`src/rtl/rv_ctrl_pipe.sv`:
```
// Pipelined main control for the 5-stage RV32I core: ID decode, ID/EX-EX/MEM-MEM/WB control pipe,
// load-use / RAW stall and EX operand-forwarding selects. Optional macro: RV_CTRL_FWD_EN.
module rv_ctrl_pipe #(
    parameter int RF_AW   = 5,
    parameter bit X0_ZERO = 1'b1
) (
    input  logic             clk,
    input  logic             rstn,
    input  logic             id_valid_i,
    input  logic [31:0]      id_instr_i,
    input  logic             flush_i,
    output logic             stall_o,
    output logic [8:0]       ex_ctrl_o,
    output logic [1:0]       ex_alu_op_o,
    output logic [RF_AW-1:0] ex_rd_o,
    output logic [RF_AW-1:0] ex_rs1_o,
    output logic [RF_AW-1:0] ex_rs2_o,
    output logic [1:0]       fwd_a_o,
    output logic [1:0]       fwd_b_o,
    output logic             mem_reg_write_o,
    output logic             mem_read_o,
    output logic             mem_write_o,
    output logic [RF_AW-1:0] mem_rd_o,
    output logic             wb_reg_write_o,
    output logic [1:0]       wb_sel_o,
    output logic [RF_AW-1:0] wb_rd_o
);

    localparam logic [6:0] OP_R      = 7'b0110011;
    localparam logic [6:0] OP_IMM    = 7'b0010011;
    localparam logic [6:0] OP_LOAD   = 7'b0000011;
    localparam logic [6:0] OP_STORE  = 7'b0100011;
    localparam logic [6:0] OP_BRANCH = 7'b1100011;
    localparam logic [6:0] OP_JAL    = 7'b1101111;
    localparam logic [6:0] OP_JALR   = 7'b1100111;
    localparam logic [6:0] OP_LUI    = 7'b0110111;
    localparam logic [6:0] OP_AUIPC  = 7'b0010111;

    // Register equality that ignores x0 when it is hard-wired zero.
    function automatic logic reg_match(input logic [RF_AW-1:0] a, input logic [RF_AW-1:0] b);
        return (a == b) && ((X0_ZERO == 1'b0) || (a != {RF_AW{1'b0}}));
    endfunction

    logic [6:0]       w_opcode;
    logic [RF_AW-1:0] w_id_rd;
    logic [RF_AW-1:0] w_id_rs1;
    logic [RF_AW-1:0] w_id_rs2;
    logic [8:0]       w_dec_raw;
    logic [8:0]       w_dec_ctrl;
    logic [1:0]       w_dec_alu_op;
    logic             w_use_rs1;
    logic             w_use_rs2;
    logic             w_rd_is_x0;
    logic             w_hazard;
    logic             w_stall;
    logic             w_unused_funct;

    logic [8:0]       r_ex_ctrl;
    logic [1:0]       r_ex_alu_op;
    logic [RF_AW-1:0] r_ex_rd;
    logic [RF_AW-1:0] r_ex_rs1;
    logic [RF_AW-1:0] r_ex_rs2;
    logic             r_mem_reg_write;
    logic             r_mem_read;
    logic             r_mem_write;
    logic [1:0]       r_mem_wb_sel;
    logic [RF_AW-1:0] r_mem_rd;
    logic             r_wb_reg_write;
    logic [1:0]       r_wb_sel;
    logic [RF_AW-1:0] r_wb_rd;

    assign w_opcode       = id_instr_i[6:0];
    assign w_id_rd        = id_instr_i[7 +: RF_AW];
    assign w_id_rs1       = id_instr_i[15 +: RF_AW];
    assign w_id_rs2       = id_instr_i[20 +: RF_AW];
    assign w_unused_funct = ^{id_instr_i[31:25], id_instr_i[14:12]};

    // ID decode: bundle is {reg_write, alu_src, mem_read, mem_write, branch, jump, wb_sel, illegal}.
    always_comb begin
        w_dec_raw    = 9'b000000000;
        w_dec_alu_op = 2'b00;
        w_use_rs1    = 1'b0;
        w_use_rs2    = 1'b0;
        if (id_valid_i) begin
            case (w_opcode)
                OP_R: begin
                    w_dec_raw = 9'b100000000; w_dec_alu_op = 2'b10;
                    w_use_rs1 = 1'b1;         w_use_rs2    = 1'b1;
                end
                OP_IMM: begin
                    w_dec_raw = 9'b110000000; w_dec_alu_op = 2'b11; w_use_rs1 = 1'b1;
                end
                OP_LOAD: begin
                    w_dec_raw = 9'b111000010; w_use_rs1 = 1'b1;
                end
                OP_STORE: begin
                    w_dec_raw = 9'b010100000;
                    w_use_rs1 = 1'b1;         w_use_rs2 = 1'b1;
                end
                OP_BRANCH: begin
                    w_dec_raw = 9'b000010000; w_dec_alu_op = 2'b01;
                    w_use_rs1 = 1'b1;         w_use_rs2    = 1'b1;
                end
                OP_JAL:   w_dec_raw = 9'b110001100;
                OP_JALR: begin
                    w_dec_raw = 9'b110001100; w_use_rs1 = 1'b1;
                end
                OP_LUI:   w_dec_raw = 9'b110000000;
                OP_AUIPC: w_dec_raw = 9'b110000000;
                default:  w_dec_raw = 9'b000000001;
            endcase
        end else begin
            w_dec_raw = 9'b000000000;
        end
    end

    assign w_rd_is_x0 = (X0_ZERO == 1'b1) && (w_id_rd == {RF_AW{1'b0}});
    assign w_dec_ctrl = {w_dec_raw[8] & ~w_rd_is_x0, w_dec_raw[7:0]};

`ifdef RV_CTRL_FWD_EN
    assign w_hazard = r_ex_ctrl[6] &&
                      ((w_use_rs1 && reg_match(r_ex_rd, w_id_rs1)) ||
                       (w_use_rs2 && reg_match(r_ex_rd, w_id_rs2)));

    // Forward select for operand A: the younger EX/MEM result wins over MEM/WB.
    always_comb begin
        if (r_mem_reg_write && reg_match(r_mem_rd, r_ex_rs1)) begin
            fwd_a_o = 2'b10;
        end else if (r_wb_reg_write && reg_match(r_wb_rd, r_ex_rs1)) begin
            fwd_a_o = 2'b01;
        end else begin
            fwd_a_o = 2'b00;
        end
    end

    // Forward select for operand B, same priority as operand A.
    always_comb begin
        if (r_mem_reg_write && reg_match(r_mem_rd, r_ex_rs2)) begin
            fwd_b_o = 2'b10;
        end else if (r_wb_reg_write && reg_match(r_wb_rd, r_ex_rs2)) begin
            fwd_b_o = 2'b01;
        end else begin
            fwd_b_o = 2'b00;
        end
    end
`else
    // Without forwarding, any pending producer in EX or MEM must drain first.
    assign w_hazard = (r_ex_ctrl[8] &&
                       ((w_use_rs1 && reg_match(r_ex_rd, w_id_rs1)) ||
                        (w_use_rs2 && reg_match(r_ex_rd, w_id_rs2)))) ||
                      (r_mem_reg_write &&
                       ((w_use_rs1 && reg_match(r_mem_rd, w_id_rs1)) ||
                        (w_use_rs2 && reg_match(r_mem_rd, w_id_rs2))));
    assign fwd_a_o  = 2'b00;
    assign fwd_b_o  = 2'b00;
`endif

    assign w_stall = w_hazard & id_valid_i & ~flush_i;
    assign stall_o = w_stall;

    // ID/EX register: bubble on flush or stall, otherwise take the decoded bundle.
    always_ff @(posedge clk or negedge rstn) begin
        if (!rstn) begin
            r_ex_ctrl   <= 9'b000000000;
            r_ex_alu_op <= 2'b00;
            r_ex_rd     <= {RF_AW{1'b0}};
            r_ex_rs1    <= {RF_AW{1'b0}};
            r_ex_rs2    <= {RF_AW{1'b0}};
        end else if (flush_i || w_stall) begin
            r_ex_ctrl   <= 9'b000000000;
            r_ex_alu_op <= 2'b00;
            r_ex_rd     <= {RF_AW{1'b0}};
            r_ex_rs1    <= {RF_AW{1'b0}};
            r_ex_rs2    <= {RF_AW{1'b0}};
        end else begin
            r_ex_ctrl   <= w_dec_ctrl;
            r_ex_alu_op <= w_dec_alu_op;
            r_ex_rd     <= w_id_rd;
            r_ex_rs1    <= w_id_rs1;
            r_ex_rs2    <= w_id_rs2;
        end
    end

    // EX/MEM and MEM/WB registers advance every cycle.
    always_ff @(posedge clk or negedge rstn) begin
        if (!rstn) begin
            r_mem_reg_write <= 1'b0;
            r_mem_read      <= 1'b0;
            r_mem_write     <= 1'b0;
            r_mem_wb_sel    <= 2'b00;
            r_mem_rd        <= {RF_AW{1'b0}};
            r_wb_reg_write  <= 1'b0;
            r_wb_sel        <= 2'b00;
            r_wb_rd         <= {RF_AW{1'b0}};
        end else begin
            r_mem_reg_write <= r_ex_ctrl[8];
            r_mem_read      <= r_ex_ctrl[6];
            r_mem_write     <= r_ex_ctrl[5];
            r_mem_wb_sel    <= r_ex_ctrl[2:1];
            r_mem_rd        <= r_ex_rd;
            r_wb_reg_write  <= r_mem_reg_write;
            r_wb_sel        <= r_mem_wb_sel;
            r_wb_rd         <= r_mem_rd;
        end
    end

    assign ex_ctrl_o       = r_ex_ctrl;
    assign ex_alu_op_o     = r_ex_alu_op;
    assign ex_rd_o         = r_ex_rd;
    assign ex_rs1_o        = r_ex_rs1;
    assign ex_rs2_o        = r_ex_rs2;
    assign mem_reg_write_o = r_mem_reg_write;
    assign mem_read_o      = r_mem_read;
    assign mem_write_o     = r_mem_write;
    assign mem_rd_o        = r_mem_rd;
    assign wb_reg_write_o  = r_wb_reg_write;
    assign wb_sel_o        = r_wb_sel;
    assign wb_rd_o         = r_wb_rd;

endmodule

```
`config.mk`:
```
export PLATFORM = sky130hd
export DESIGN_NAME = rv_ctrl_pipe
export DESIGN_NICKNAME = d
export VERILOG_FILES = /design/src/rtl/rv_ctrl_pipe.sv
export SDC_FILE = /design/constraint.sdc
export NUM_CORES = 1
export LEC_CHECK = 0
export ABC_AREA = 1
export CORE_UTILIZATION = 42
export CTS_BUF_LIST = sky130_fd_sc_hd__clkbuf_16
export DETAILED_ROUTE_END_ITERATION = 16
export PLACE_DENSITY_LB_ADDON = 0.3
export SYNTH_ARGS = -nofsm -noshare
export SYNTH_HDL_FRONTEND = slang
export SYNTH_SLANG_ARGS = --single-unit
```
`constraint.sdc`:
```
create_clock -name clk -period 1.72 [get_ports clk]
set_input_delay 0.344 -clock clk [delete_from_list [all_inputs] [get_ports clk]]
set_output_delay 0.344 -clock clk [all_outputs]
set_load 0.01 [all_outputs]
```
==> results.sh <==
export IMPL_yosys_cell_count_top_type="nand2_1"
export IMPL_outcome="finished with violations"
export IMPL_finalSetupTns_ps=-342
export IMPL_ys_warnings_count=0
export IMPL_worst_r2r_endpoint="ex_rs2_o[3]"
export IMPL_grt_use_total_pct=23.8
export IMPL_initial_cell_density_of_the_core_pct=45.2
export IMPL_placement_io_buffers=68
export IMPL_rows=23
export IMPL_synth_enable_flop_cells=0
export IMPL_die_x_extent_um=68.8
export IMPL_synth_ff_latch_count=41
export IMPL_cts_htree_levels=2
export IMPL_first_pass_grt_wire_length_mm=7.98
export IMPL_antennaDiodeCount=0
export IMPL_syn_area_per_cell_um2=8.07
export IMPL_ir_worst_vdd_mv=0.418
export IMPL_route_detailed_drc=0
export IMPL_post_dp_cell_area_mm2=0.00279
export IMPL_dp_cells=376
export IMPL_dr_pass1_iters=5
export IMPL_design_die_area_mm2=0.00473
export IMPL_layout_cell_area_non_filler_mm2=0.00317
export IMPL_final_max_slew_violation_count=0
export IMPL_worstHoldPathType="in -> async"
export IMPL_timing_setup_critical_path_class="in -> out"
export IMPL_switching_share_pct=23.8
export IMPL_setup_worst_path_start_class="primary input"
export IMPL_synth_largest_type_area_fraction_pct=54.8
export IMPL_p_comb_share_pct=15.8
export IMPL_reg2reg_depth=12
export IMPL_critPathCaptureType="primary output"
export IMPL_worstSkewPairLatency_ps=290
export IMPL_pin_count_of_the_biggest_net_entering_global_routing=42
export IMPL_synth_seq_area_share_pct=54.8
export IMPL_leakage_uw=0.00172
export IMPL_critPathCapture="stall_o"
export IMPL_yosys_top_cells_area="dfrtp_1, nand2_1, inv_1"
export IMPL_drt_wl_total_mm=5.28
export IMPL_number_of_buffers_created_by_cts=5
export IMPL_detailroute_via_count=1940
export IMPL_synth_lib_cells_used_distinct=21
export IMPL_cp_required_ps=1380
export IMPL_postRouteAntennaNets=0
export IMPL_area_growth_synth_to_final_pct=69.0
export IMPL_critPathArrivalTime_ps=1720
export IMPL_nFillCells=293
export IMPL_unrepaired_setup_endpoints_after_global_routing="yes"
export IMPL_wl_per_cell_um=13.1
export IMPL_grt_pass1_vias=1876
export IMPL_design_portCount=83
export IMPL_pwr_share_clk_pct=42.8
export IMPL_reg2reg_setup_slack_ps=40
export IMPL_chip_height_um=68.8
export IMPL_synth_flop_cell="dfrtp_1"
export IMPL_stdcell_count=402
export IMPL_num_nets_final=387
export IMPL_synth_common_cells="nand2_1, dfrtp_1, inv_1"
export IMPL_area_of_the_core_mm2=0.00414
export IMPL_cts_sinks=41
export IMPL_layout_worst_path_cycle_share_pct=120
export IMPL_clk_transition_reported_paths_ps=60
export IMPL_grt_overflow_total=0
export IMPL_final_setup_worst_slack_ps=-342
export IMPL_internal_power_uw=1870
export IMPL_clockRootBuffer="clkbuf_16"
export IMPL_reported_max_cap_violation_count=0
export IMPL_drt_first_iter_violations=89
export IMPL_placer_s_final_routability_congestion_estimate=0.862
export IMPL_hold_violations=0
export IMPL_period_minus_slack_ps=2060
export IMPL_post_place_ws_ps=-824
export IMPL_synth_area_leader="dfrtp_1"
export IMPL_tritoncts_clock_tree="built"
export IMPL_antenna_found_initial=0
export IMPL_cts_hold_buffers_added=0
export IMPL_timing_fmax_mhz=485
export IMPL_ys_async_sr_fraction_pct=100
export IMPL_worst_clock_skew_ps=7.40
export IMPL_viasPerCell=4.83
export IMPL_pwr_share_seq_pct=41.5
export IMPL_worst_r2r_start="mem_rd_o[3]"
export IMPL_failed_checks="negative setup slack"
export IMPL_pwr_density_cell_mw_per_mm2=775
export IMPL_startpoint="id_instr_i[4]"
export IMPL_cts_max_path_buffers=2
export IMPL_p_sw_uw=583
export IMPL_place_detailed_hpwl_mm=3.19
export IMPL_drive_above_1_share_pct=26.4
export IMPL_crit_fanout=3
export IMPL_synth_cells=232
export IMPL_post_synth_instance_area_mm2=0.00187
export IMPL_finalSetupViolations=1
-- through the flow --
| step | utilization [%] | hold slack, ps | total power [µW] |
|---|---|---|---|
| 2_1_floorplan | - | 48.4 | 1170 |
| 3_3_place_gp | 67.3 | 325 | 1380 |
| 3_5_place_dp | 67.3 | 333 | 1380 |
| 4_1_cts | 74.3 | 32.4 | 2450 |
| 5_1_grt | 76.4 | 49.3 | 2550 |
| 6_report | 76.4 | 27.6 | 2450 |
-- worst max-delay path: stages --
cell and delay (ps):
clkdlybuf4s50_1 480, inv_1 130, nand3_1 140, o21ai_2 180, nand2_1 80, nand2_1 80
nand2_2 60, nor2_1 90, buf_2 130
-- how the worst min path moves through the flow --
stage,from,endpoint,depth (start not counted)
6_report,rstn,ex_ctrl_o[7],2
3_3_place_gp,rstn,wb_rd_o[0],2
5_1_grt,rstn,ex_ctrl_o[7],2
3_5_place_dp,rstn,wb_rd_o[0],2
4_1_cts,rstn,ex_rs1_o[4],2
2_1_floorplan,rstn,ex_alu_op_o[0],0
-- flip-flops by register name, summed over array words and instances (netlist names) --
signal and count:
ex_ctrl_o 7, ex_rd_o 5, ex_rs1_o 5, ex_rs2_o 5, mem_rd_o 5, wb_rd_o 5
ex_alu_op_o 2, r_mem_wb_sel 2, wb_sel_o 2, mem_reg_write_o 1, mem_write_o 1, wb_reg_write_o 1
-- layout make-up --
| cell class | instances | area (µm²) | area share (%) |
|---|---|---|---|
| clock buffers | 5 | 125 | 3.95 |
| clock inverters | 3 | 41.3 | 1.30 |
| flip-flops and latches | 41 | 1030 | 32.5 |
| multi-input cells | 147 | 718 | 22.7 |
| inverters | 40 | 150 | 4.74 |
| repair buffers | 116 | 1040 | 32.9 |
| well taps | 50 | 62.6 | 1.98 |
-- per-layer routing --
metal  up-vias  track usage (%)  share of wire [%]
met5         -                0                  0
met2        89             42.0                 52
li1        926                -                  -
met3        16             6.09                6.5
met4         0             12.8                2.6
met1       909             25.9                 39
-- cells by family (layout without fill, tap and decap cells) --
logic type	after synthesis	count (layout)	share of synthesized area, %
other	1	4	0.200
flip-flops	41	41	54.8
AND/OR/NAND/NOR	132	134	29.1
AO/OA/AOI/OAI	7	7	2.34
XOR/XNOR	2	2	0.935
buffers and inverters	49	164	12.6
-- layout by cell type (no fill, tap or decap), types with 2 or more instances in the layout --
master / count
a21oi_1: 2
a21oi_2: 2
buf_2: 2
buf_4: 47
clkbuf_16: 5
clkdlybuf4s15_1: 3
clkdlybuf4s50_1: 44
conb_1: 4
dfrtp_1: 40
dlygate4sd2_1: 13
dlymetal6s2s_1: 5
inv_1: 28
inv_2: 12
nand2_1: 67
nand2_2: 5
nand2_4: 2
nand2_8: 2
nand3_1: 10
nand4_1: 3
nor2_1: 33
nor2_2: 6
nor3_1: 2
xnor2_1: 2
-- repair_timing --
action | 4_1_cts | 5_1_grt
pin swaps | 13 | 20
endpoints found under the setup margin | 25 | 29
cloned | 1 | 1
setup buffers | 16 | 4
resized for setup | 33 | 26
-- power by group through the flow --
stage          clock [µW]  sequential (µW)  combinational, µW
2_1_floorplan           0             1050                122
3_3_place_gp            0             1030                344
3_5_place_dp            0             1030                350
4_1_cts              1060             1020                366
5_1_grt              1100             1020                427
6_report             1050             1020                387
Note: power is estimated with default switching activity, not from simulation.
